**config.mk**
```make
export PLATFORM = sky130hd
export DESIGN_NAME = rr_onehot_arbiter
export DESIGN_NICKNAME = d
export VERILOG_FILES = /design/src/rtl/rr_onehot_arbiter.sv
export SDC_FILE = /design/constraint.sdc
export NUM_CORES = 1
export LEC_CHECK = 0
export ABC_AREA = 1
export CAP_MARGIN = 20
export CORE_AREA = 3 3 90 49
export DETAILED_ROUTE_END_ITERATION = 10
export DIE_AREA = 0 0 93 52
export PLACE_DENSITY = 0.76
export SLEW_MARGIN = 0
export SYNTH_ARGS = -nofsm -noshare
export SYNTH_HDL_FRONTEND = slang
export SYNTH_SLANG_ARGS = --single-unit
```
**constraint.sdc**
```tcl
create_clock -name clk -period 2.7 [get_ports clk]
set_input_delay 0.54 -clock clk [delete_from_list [all_inputs] [get_ports clk]]
set_output_delay 0.54 -clock clk [all_outputs]
set_load 0.01 [all_outputs]
```
**src/rtl/rr_onehot_arbiter.sv**
```systemverilog
// Round-robin arbiter with a registered one-hot grant and owner index; the owner holds until it drops req, en falls or MAX_HOLD expires.
// Latency: req sampled at edge t gives gnt after edge t; every release inserts one idle cycle. No backpressure, req is level-sensitive.
module rr_onehot_arbiter #(
    parameter int N        = 8,
    parameter int IW       = 3,
    parameter int MAX_HOLD = 16
) (
    input  logic          clk,
    input  logic          rst,
    input  logic          en,
    input  logic [N-1:0]  req,
    output logic [N-1:0]  gnt,
    output logic [IW-1:0] gnt_idx,
    output logic          busy,
    output logic          timeout
);

    localparam int CW = (MAX_HOLD < 1) ? 1 : $clog2(MAX_HOLD + 1);

    typedef enum logic {IDLE, GRANT} state_t;

    state_t        state, state_nx;
    logic [IW-1:0] ptr, ptr_nx;
    logic [IW-1:0] idx_nx;
    logic [IW-1:0] win, cand;
    logic          found;
    logic          hold_exp;
    logic [N-1:0]  gnt_nx;
    logic [CW-1:0] cnt, cnt_nx;
    logic          tmo_nx;

    // Scan ptr+1, ptr+2, ... ; the IW-bit add wraps N-1 -> 0 because N = 2**IW.
    always_comb begin
        win   = '0;
        found = 1'b0;
        cand  = '0;
        for (int k = 1; k <= N; k++) begin
            cand = ptr + IW'(k);
            if (!found && req[cand]) begin
                win   = cand;
                found = 1'b1;
            end
        end
    end

    assign hold_exp = (MAX_HOLD != 0) && (cnt == CW'(MAX_HOLD));

    always_comb begin
        state_nx = state;
        gnt_nx   = gnt;
        idx_nx   = gnt_idx;
        ptr_nx   = ptr;
        cnt_nx   = cnt;
        tmo_nx   = 1'b0;
        case (state)
            IDLE: begin
                gnt_nx = '0;
                if (en && found) begin
                    gnt_nx   = {{(N-1){1'b0}}, 1'b1} << win;
                    idx_nx   = win;
                    cnt_nx   = CW'(1);
                    state_nx = GRANT;
                end
            end
            GRANT: begin
                if (!en || !req[gnt_idx] || hold_exp) begin
                    gnt_nx   = '0;
                    ptr_nx   = gnt_idx;
                    state_nx = IDLE;
                    // Only a forced revoke pulses timeout; en/req drops take priority.
                    tmo_nx   = en && req[gnt_idx];
                end else if (!(MAX_HOLD == 0 && cnt == '1)) begin
                    cnt_nx = cnt + CW'(1);
                end
            end
            default: begin
                gnt_nx   = '0;
                state_nx = IDLE;
            end
        endcase
    end

    always_ff @(posedge clk or posedge rst) begin
        if (rst) begin
            state   <= IDLE;
            gnt     <= '0;
            gnt_idx <= '0;
            timeout <= 1'b0;
            ptr     <= IW'(N - 1);
            cnt     <= '0;
        end else begin
            state   <= state_nx;
            gnt     <= gnt_nx;
            gnt_idx <= idx_nx;
            timeout <= tmo_nx;
            ptr     <= ptr_nx;
            cnt     <= cnt_nx;
        end
    end

    assign busy = |gnt;

endmodule
```
==> results.txt, run 1 <==
status -> finished, final reports clean
Final setup viols -> 0
nets@finish -> 309
hold buffers post-CTS -> 0
fmax -> 0.404 GHz
Post-Syn Nets -> 281
first-pass GRT wire length -> 7640 um
Worst R2R Start -> ptr[1]
root buf cell -> clkbuf_8
crit path DAT -> 2.68 ns
Hold Crit Class -> flip-flop to flip-flop
Post-Route Setup TNS -> 0 ns
critical path class -> flip-flop to flip-flop
Reg area -> 529 sq um
initial antenna violation count -> 0
path depth of the worst reg2reg path -> 15
Die Wd -> 93 um
Post-Route WL -> 4500 um
share of flip-flops with an asynchronous set or reset -> 100%
Post-Syn Area -> 0.00184 sq mm
Worst-Skew Late Latency -> 0.26 ns
Overall Global Routing Usage -> 20.1%
Max-slew headroom -> 48.0%
Least-Margin Pin Slew -> 0.779 ns
Worst setup EP type -> flip-flop
Syn-to-layout area delta -> 19.8%
DRC Markers -> 0
row cnt -> 16
Clock Skew -> 0.00387 ns
CTS Buf Count -> 3
vias in the first global route -> 1577
die area -> 0.00484 sq mm
H-tree depth -> 1
Critical Path RT -> 2.90 ns
Starting Density -> 49.0%
fin crit share -> 91.8%
1st-pass router iterations -> 4
TritonCTS clock tree -> done
sequential area share after synthesis -> 28.7%
commonest non-fill, non-tap cell in the layout -> nand2_1
Initial DRC Count -> 120
CTS clk-pin slew, worst paths -> 0.07 ns
Vias -> 1803
FF-to-FF End -> gnt[5]
Max-Cap Viols -> 0
clock sink count -> 21
Fin. Hold Viols -> 0
IO Pins -> 24
dpl hpwl -> 3660 um
Reg2Reg Setup Slack -> 0.22 ns
Synth Area per Inst -> 6.93 sq um
Avg WL per Cell -> 13.0 um
largest net degree at the start of global routing -> 22
crit path launch type -> flip-flop
Setup crit start -> ptr[1]
Max clock buf depth -> 2
Post-Synthesis Cells -> 266
most frequent cells in the layout -> nand2_1, nand3_1, nor2_1, clkdlybuf4s50_1, dfrtp_1
#FFs+latches synth -> 21
synth unique cells -> 32
Remaining Overflow, GRT -> 0
Multi-input gate area -> 0.00118 sq mm
synth warn -> 0
RSZ-0062 raised after global routing -> false
CP endpoint -> gnt[5]
vias per inst -> 5.20
Antenna Violating Nets Remaining -> 0
PortBufs -> 23
die height -> 52 um
Post-synth EDFFs -> 0
minimum clock period -> 2.48 ns
# diodes -> 0
Final GP Congestion -> 1.02
share of layout cells above drive strength 1 -> 22.2%
filler cell count -> 367
max-slew violation count -> 0
most used flip-flop cell after synthesis -> dfrtp_1
worst-path maximum fanout -> 8
Core Box Area -> 0.00376 sq mm
==> sequential cells by signal (all words and copies together) (netlist names) <==
name and cells:
gnt 8, ptr 3, cnt 5, timeout 1, state 1, gnt_idx 3
==> logic make-up (layout without fill, tap and decap cells) <==
group / count (synthesis) / count (layout) / share of synthesized area, %
flip-flops: 21 / 21 / 28.7
AND/OR/NAND/NOR: 182 / 182 / 50.4
buffers and inverters: 35 / 62 / 8.42
AO/OA/AOI/OAI: 21 / 21 / 7.47
XOR/XNOR: 3 / 3 / 2.24
adder cells (fa/ha/maj): 4 / 4 / 2.72
==> critical path: stages, from the launching register on <==
cell     delay, ns
dfstp_2       0.54
inv_2         0.08
ha_4          0.29
buf_4         0.13
nand3_1       0.11
nand3_2       0.15
nand2_4       0.09
nor2_4        0.12
nand4_4       0.15
nor2_8        0.19
nand4_1       0.11
nand3_2       0.17
inv_2         0.05
nor2_2        0.12
nand2_1       0.07
nand2_1       0.06
==> synthesized netlist by cell type, types with 2 or more instances <==
cell | n | area share, %
o21ai_1 | 4 | 1.1
dfstp_2 | 3 | 4.3
nor2_1 | 27 | 5.5
dfrtp_1 | 18 | 24
o21ai_0 | 8 | 2.2
ha_1 | 4 | 2.7
nor4_1 | 2 | 0.68
nor3_1 | 3 | 0.81
nand2_4 | 4 | 2.4
buf_4 | 2 | 0.81
nand2_2 | 8 | 2.7
nand4_1 | 5 | 1.7
o21ai_2 | 5 | 2.4
nand2_1 | 78 | 16
inv_2 | 11 | 2.2
nand3_1 | 36 | 9.8
nor2_2 | 4 | 1.4
inv_1 | 18 | 3.7
buf_6 | 2 | 1.2
nor2_4 | 2 | 1.2
nand3_2 | 10 | 5.4
xnor2_2 | 2 | 1.8
==> metal layers <==
metal  vias up  part of all wire [%]  track usage, %
li1        923                     -               -
met4         0                  0.22            1.46
met3         2                   9.5            6.79
met5         -                     0               0
met1       815                    56            33.4
met2        63                    35            24.7
==> timing repair <==
action                                 CTS  global route
endpoints found under the hold margin    0             0
setup buffers                            0             0
resized for setup                        0             4
setup endpoints to repair                0            13
==> final cells by class <==
cell class	instances	share of cell area, %
clock buffer	4	2.04
inverter	29	4.93
multi-input combinational	210	53.5
sequential	21	24.0
tap	54	3.06
timing repair buffer	29	12.5
==> through the flow <==
stage	setup slack (ns)	instance area, sq um	util [%]	cells	hold slack, ns
2_1_floorplan	0.149	1840	-	266	0.514
6_report	0.222	2210	58.6	347	0.510
5_1_grt	0.00365	2210	58.6	347	0.545
3_5_place_dp	0.0838	2140	56.8	343	0.489
4_1_cts	0.153	2180	58.0	347	0.509
3_3_place_gp	0.112	2140	56.8	343	0.494
==> worst min path at each step <==
| stage | start | end | slack [ns] | depth (start not counted) |
|---|---|---|---|---|
| after floorplan | rst | cnt[0] | 0.51 | 1 |
| after global placement | gnt[1] | gnt[1] | 0.49 | 2 |
| after detailed placement | gnt[1] | gnt[1] | 0.49 | 2 |
| after CTS | gnt[1] | gnt[1] | 0.51 | 2 |
| after global routing | gnt[3] | gnt[3] | 0.54 | 2 |
| final | gnt[1] | gnt[1] | 0.51 | 2 |
Power of run 1 is not shown: default switching activity piles up to over one toggle a cycle in this logic, so the estimate is an artifact.
==> run 2, diff against run 1 <==
--- a/config.mk
+++ b/config.mk
@@ -7,10 +7,10 @@
 export LEC_CHECK = 0
 export ABC_AREA = 1
 export CAP_MARGIN = 20
-export CORE_AREA = 3 3 90 49
+export CORE_AREA = 2 2 82 45
 export DETAILED_ROUTE_END_ITERATION = 10
-export DIE_AREA = 0 0 93 52
-export PLACE_DENSITY = 0.76
+export DIE_AREA = 0 0 84 47
+export PLACE_DENSITY = 0.84
 export SLEW_MARGIN = 0
 export SYNTH_ARGS = -nofsm -noshare
 export SYNTH_HDL_FRONTEND = slang
==> constraint.sdc (replaced) <==
create_clock -name clk -period 3 [get_ports clk]
set_input_delay 0.6 -clock clk [delete_from_list [all_inputs] [get_ports clk]]
set_output_delay 0.6 -clock clk [all_outputs]
set_load 0.01 [all_outputs]
==> run 2 against run 1 <==
  * Core utilization grew 7.6 points
  * Hold slack gained 0.015 ns
  * Design area decreased by 2.6%
  * Critical path depth shrank 1
  * Sequential cell count did not move
  * Setup slack lost 0.013 ns
  * Register-to-register slack about the same
  * Maximum frequency shrank 11%
  * Die area decreased by 18%
==> results.txt, run 2 (synthesis gave the netlist of run 1 again) <==
status -> finished, final reports clean (unchanged)
max-slew violation count -> 0 (unchanged)
RSZ-0062 raised after global routing -> false (unchanged)
biggest regs -> gnt: 8 flops, cnt: 5 flops (unchanged)
Hold Crit Class -> flip-flop to flip-flop (unchanged)
Multi-input gate area -> 0.00116 sq mm (was 0.00118 sq mm)
final hold slack -> 0.525 ns (was 0.510 ns)
Post-Route Setup TNS -> 0 ns (unchanged)
postcts setup bufs -> 0 (unchanged)
hold buffers post-CTS -> 0 (unchanged)
clock sink count -> 21 (unchanged)
vias in the first global route -> 1590 (was 1577)
critical path class -> flip-flop to flip-flop (unchanged)
Worst setup EP type -> flip-flop (unchanged)
Critical Path RT -> 3.14 ns (was 2.90 ns)
Post-Route WL -> 4590 um (was 4500 um)
filler cell count -> 278 (was 367)
IO Pins -> 24 (unchanged)
post-route setup slack -> 0.209 ns (was 0.222 ns)
hold path cells -> 2 (unchanged)
DP Worst Slack -> 0.224 ns (was 0.0838 ns)
PortBufs -> 23 (unchanged)
max FFs per register -> 8 (unchanged)
fin crit share -> 93.0% (was 91.8%)
largest net degree at the start of global routing -> 22 (unchanged)
crit path DAT -> 2.93 ns (was 2.68 ns)
Final GP Congestion -> 1.02 (about the same)
die height -> 47 um (was 52 um)
die area -> 0.00395 sq mm (was 0.00484 sq mm)
fmax -> 0.358 GHz (was 0.404 GHz)
Final setup viols -> 0 (unchanged)
crit path launch type -> flip-flop (unchanged)
TritonCTS clock tree -> done (unchanged)
Non-Filler Instances -> 332 (was 347)
Starting Density -> 56.8% (was 49.0%)
Worst-Skew Late Latency -> 0.26 ns (about the same)
Die Wd -> 84 um (was 93 um)
Remaining Overflow, GRT -> 0 (unchanged)
root buf cell -> clkbuf_8 (unchanged)
Max-Cap Viols -> 0 (unchanged)
Clock Skew -> 0.00408 ns (was 0.00387 ns)
initial antenna violation count -> 0 (unchanged)
DRC Markers -> 0 (unchanged)
Max clock buf depth -> 2 (unchanged)
Overall Global Routing Usage -> 24.2% (was 20.1%)
share of layout cells above drive strength 1 -> 21.0% (was 22.2%)
commonest non-fill, non-tap cell in the layout -> nand2_1 (unchanged)
Fin. Hold Viols -> 0 (unchanged)
Reg area -> 529 sq um (unchanged)
CTS clk-pin slew, worst paths -> 0.08 ns (was 0.07 ns)
H-tree depth -> 1 (unchanged)
path depth of the worst reg2reg path -> 14 (was 15)
minimum clock period -> 2.79 ns (was 2.48 ns)
Avg WL per Cell -> 13.8 um (was 13.0 um)
worst-path maximum fanout -> 13 (was 8)
Max-slew headroom -> 47.3% (was 48.0%)
most frequent cells in the layout -> nand2_1, nand3_1, nor2_1, clkdlybuf4s50_1 (was nand2_1, nand3_1, nor2_1, clkdlybuf4s50_1, dfrtp_1)
Placed Cells incl. Taps -> 328 (was 343)
nets@finish -> 306 (was 309)
# diodes -> 0 (unchanged)
Vias -> 1864 (was 1803)
1st-pass router iterations -> 4 (unchanged)
row cnt -> 15 (was 16)
Core Box Area -> 0.00325 sq mm (was 0.00376 sq mm)
Least-Margin Pin Slew -> 0.790 ns (was 0.779 ns)
Biggest register -> gnt (unchanged)
vias per inst -> 5.61 (was 5.20)
Syn-to-layout area delta -> 16.7% (was 19.8%)
Initial DRC Count -> 163 (was 120)
CTS Buf Count -> 3 (unchanged)
first-pass GRT wire length -> 7380 um (was 7640 um)
dpl hpwl -> 3660 um (about the same)
Antenna Violating Nets Remaining -> 0 (unchanged)
==> run 2: changes by cell type in the layout (fill, tap and decap cells not counted) <==
cell	delta
nand3_2	-1
nand2_4	-1
ha_2	+1
inv_1	+1
nand2_2	+1
inv_2	-1
buf_4	-3
ha_4	-1
clkbuf_1	-1
clkinv_2	+1
nand3_1	+1
==> run 2: timing repair <==
action | CTS | global route
endpoints found under the hold margin | 0 | 0
setup endpoints to repair | 0 | 12
gates resized for setup | 0 | 1
==> run 2: through the flow <==
stage / utilization, % / cell area [sq um]
2_1_floorplan: - / 1840
3_3_place_gp: 64.7 / 2100
3_5_place_dp: 64.7 / 2100
4_1_cts: 66.2 / 2150
5_1_grt: 66.2 / 2150
6_report: 66.2 / 2150
==> run 2: worst paths after layout <==
path,startpoint,to,slack (ns)
worst max-delay path,ptr[0],gnt_idx[2],0.21
worst min-delay path,gnt[2],gnt[2],0.52
worst max register to register,ptr[0],gnt_idx[2],0.21
worst min register to register,gnt[2],gnt[2],0.52
max in group asynchronous,rst,timeout,1.73
min in group asynchronous,rst,cnt[2],0.78
==> run 2: area by class of cell <==
cell class                      instances  area share (%)
Inverter                               29            5.06
Multi-Input combinational cell        210            54.0
Clock buffer                            3            1.92
Clock inverter                          1           0.233
Timing Repair Buffer                   26            11.8
Sequential cell                        21            24.6
Tap cell                               42            2.44
==> run 2: worst max-delay path, stage by stage, from the launching register on <==
cell	delay, ns
dfstp_2	0.54
inv_2	0.13
ha_2	0.38
inv_1	0.19
nand3_1	0.21
nand2_1	0.11
nand2_1	0.09
nand2_2	0.14
nand4_4	0.17
nor2_8	0.17
nand4_2	0.12
nand2_4	0.15
inv_2	0.09
nand2_1	0.09
o21ai_1	0.08
==> run 2: routing by layer <==
layer	share of wire [%]	global-route usage, %	routed length [um]	up-vias
met5	0	0	0	-
met4	0.22	3.87	10	0
met3	11	7.56	524	2
met2	37	33.9	1720	96
met1	51	37.0	2340	848
li1	-	-	-	918
Power of run 2 is left out for the same reason.
==> run 3, diff against run 2 <==
--- a/config.mk
+++ b/config.mk
@@ -6,10 +6,10 @@
 export NUM_CORES = 1
 export LEC_CHECK = 0
 export ABC_AREA = 1
-export CAP_MARGIN = 20
-export CORE_AREA = 2 2 82 45
+export CORE_AREA = 3 3 83 46
 export DETAILED_ROUTE_END_ITERATION = 10
-export DIE_AREA = 0 0 84 47
+export DIE_AREA = 0 0 86 49
+export GPL_TIMING_DRIVEN = 1
 export PLACE_DENSITY = 0.84
 export SLEW_MARGIN = 0
 export SYNTH_ARGS = -nofsm -noshare
==> run 3 against run 2 <==
  * First-iteration DRC count shrank 12%
  * Critical path depth grew 3
  * Cell count is the same
  * Die area grew 6.7%
  * Maximum frequency grew 1.2%
  * Core utilization grew 5.1 points
  * Sequential cell count is the same
  * Critical endpoint is now gnt[5]
  * Via count shrank 2.5%
  * Register-to-register slack gained 0.03 ns
  * Design area grew 0.47%
  * Count of clock-buffer cells in the layout is the same
  * Global-route usage shrank 1.8 points
==> results.txt, run 3 (synthesis gave the netlist of run 1 again) <==
# diodes -> 0 (unchanged)
Final Instance Area -> 0.00216 sq mm (was 0.00215 sq mm)
die height -> 49 um (was 47 um)
IO Pins -> 24 (unchanged)
Antenna Violating Nets Remaining -> 0 (unchanged)
TritonCTS clock tree -> done (unchanged)
biggest regs -> gnt: 8 flops, cnt: 5 flops (unchanged)
Worst setup EP type -> flip-flop (unchanged)
max FFs per register -> 8 (unchanged)
Fin. Hold Viols -> 0 (unchanged)
largest net degree at the start of global routing -> 22 (unchanged)
Worst R2R Start -> ptr[0] (unchanged)
1st-pass router iterations -> 4 (unchanged)
Worst-Skew Late Latency -> 0.27 ns (was 0.26 ns)
min-delay src -> gnt[1] (was gnt[2])
share of layout cells above drive strength 1 -> 21.2% (was 21.0%)
placed cell areas -> 0.00211 sq mm (was 0.00210 sq mm)
CP max stage delay -> 0.54 ns (about the same)
Post-Route WL -> 4420 um (was 4590 um)
worst-path maximum fanout -> 13 (unchanged)
Remaining Overflow, GRT -> 0 (unchanged)
Starting Density -> 60.8% (was 56.8%)
PortBufs -> 23 (unchanged)
max-slew violation count -> 0 (unchanged)
Die Wd -> 86 um (was 84 um)
Hold EP -> gnt[1] (was gnt[2])
RSZ-0062 raised after global routing -> false (unchanged)
fmax -> 0.362 GHz (was 0.358 GHz)
first-pass GRT wire length -> 7760 um (was 7380 um)
root buf cell -> clkbuf_8 (unchanged)
cell mode on critical path -> nand2_1 (unchanged)
row cnt -> 14 (was 15)
Hold Crit Class -> flip-flop to flip-flop (unchanged)
Syn-to-layout area delta -> 17.2% (was 16.7%)
DRC Markers -> 0 (unchanged)
minimum clock period -> 2.76 ns (was 2.79 ns)
Reg2Reg Setup Slack -> 0.24 ns (was 0.21 ns)
final hold slack -> 0.532 ns (was 0.525 ns)
vias in the first global route -> 1752 (was 1590)
Least-Margin Pin Slew -> 0.797 ns (was 0.790 ns)
Post-Route Setup TNS -> 0 ns (unchanged)
Clock Skew -> 0.00851 ns (was 0.00408 ns)
Avg WL per Cell -> 13.3 um (was 13.8 um)
status -> finished, final reports clean (unchanged)
dpl hpwl -> 3440 um (was 3660 um)
Final setup viols -> 0 (unchanged)
CTS clk-pin slew, worst paths -> 0.08 ns (about the same)
commonest non-fill, non-tap cell in the layout -> nand2_1 (unchanged)
critical path class -> flip-flop to flip-flop (unchanged)
Overall Global Routing Usage -> 22.4% (was 24.2%)
Biggest register -> gnt (unchanged)
Critical Path RT -> 3.21 ns (was 3.14 ns)
crit path launch type -> flip-flop (unchanged)
hold buffers post-CTS -> 0 (unchanged)
crit-path leading delay family -> simple AND/OR/NAND/NOR gates (unchanged)
Initial DRC Count -> 144 (was 163)
H-tree depth -> 1 (unchanged)
CTS Buf Count -> 3 (unchanged)
Max-slew headroom -> 46.8% (was 47.3%)
initial antenna violation count -> 0 (unchanged)
CP Cell Sequence -> inv_2, ha_1, inv_1, nand3_1, nand2_1, nand2_1, nand2_2, nand3_2, nor2_1, nand3_1, nand3_1, nor2_1, nand3_2, inv_2, nor2_2, nand2_1, nand2_1 (was inv_2, ha_2, inv_1, nand3_1, nand2_1, nand2_1, nand2_2, nand4_4, nor2_8, nand4_2, nand2_4, inv_2, nand2_1, o21ai_1)
crit path DAT -> 2.97 ns (was 2.93 ns)
Core Box Area -> 0.00303 sq mm (was 0.00325 sq mm)
CP bufs+invs -> 3 (unchanged)
FF-to-FF End -> gnt[5] (was gnt_idx[2])
PostCTS Resize Cnt -> 0 (unchanged)
Vias -> 1817 (was 1864)
Final GP Congestion -> 0.937 (was 1.02)
most frequent cells in the layout -> nand2_1, nand3_1, nor2_1, clkdlybuf4s50_1 (unchanged)
vias per inst -> 5.47 (was 5.61)
critical path's slowest cell -> dfstp_2 (unchanged)
nets@finish -> 308 (was 306)
Max-Cap Viols -> 0 (unchanged)
die area -> 0.00421 sq mm (was 0.00395 sq mm)
fin crit share -> 92.0% (was 93.0%)
hold path cells -> 2 (unchanged)
Max clock buf depth -> 2 (unchanged)
postcts setup bufs -> 0 (unchanged)
clock sink count -> 21 (unchanged)
path depth of the worst reg2reg path -> 17 (was 14)
==> run 3: worst max-delay path by stage <==
stage	slack [ns]	cells past startpoint	start	end
after floorplan	0.45	16	ptr[0]	cnt[4]
after global placement	0.30	14	ptr[0]	cnt[4]
after detailed placement	0.30	14	ptr[0]	cnt[4]
after CTS	0.28	14	ptr[0]	cnt[4]
after global routing	0.02	16	ptr[0]	gnt[4]
final	0.24	17	ptr[0]	gnt[5]
==> run 3: area by class of cell <==
type | count | area, sq um
clock buffers | 3 | 41.3
repair buffers | 28 | 268
multi-input cells | 210 | 1160
flip-flops and latches | 21 | 529
fillers | 256 | 870
inverters | 29 | 109
clock inverters | 1 | 5.00
well taps | 40 | 50.0
==> run 3: worst min-delay path, cell delays in order, from the launching register on <==
cell and delay [ns]:
dfrtp_1 0.38, nand2_1 0.06, nand2_1 0.06
==> run 3: per-stage QoR <==
step | util (%) | setup slack [ns] | instances
after detailed placement | 69.8 | 0.295 | 328
after floorplan | - | 0.449 | 266
after global routing | 71.3 | 0.0164 | 332
after global placement | 69.8 | 0.296 | 328
final | 71.3 | 0.241 | 332
after CTS | 71.3 | 0.279 | 332
==> run 3: per-layer routing <==
layer	up-vias	GRT usage, %	part of all wire, %
met5	-	0	0
met2	46	38.1	46
li1	922	-	-
met4	0	5.53	1.5
met3	8	1.85	3.7
met1	841	30.8	49
Power of run 3 is left out for the same reason.
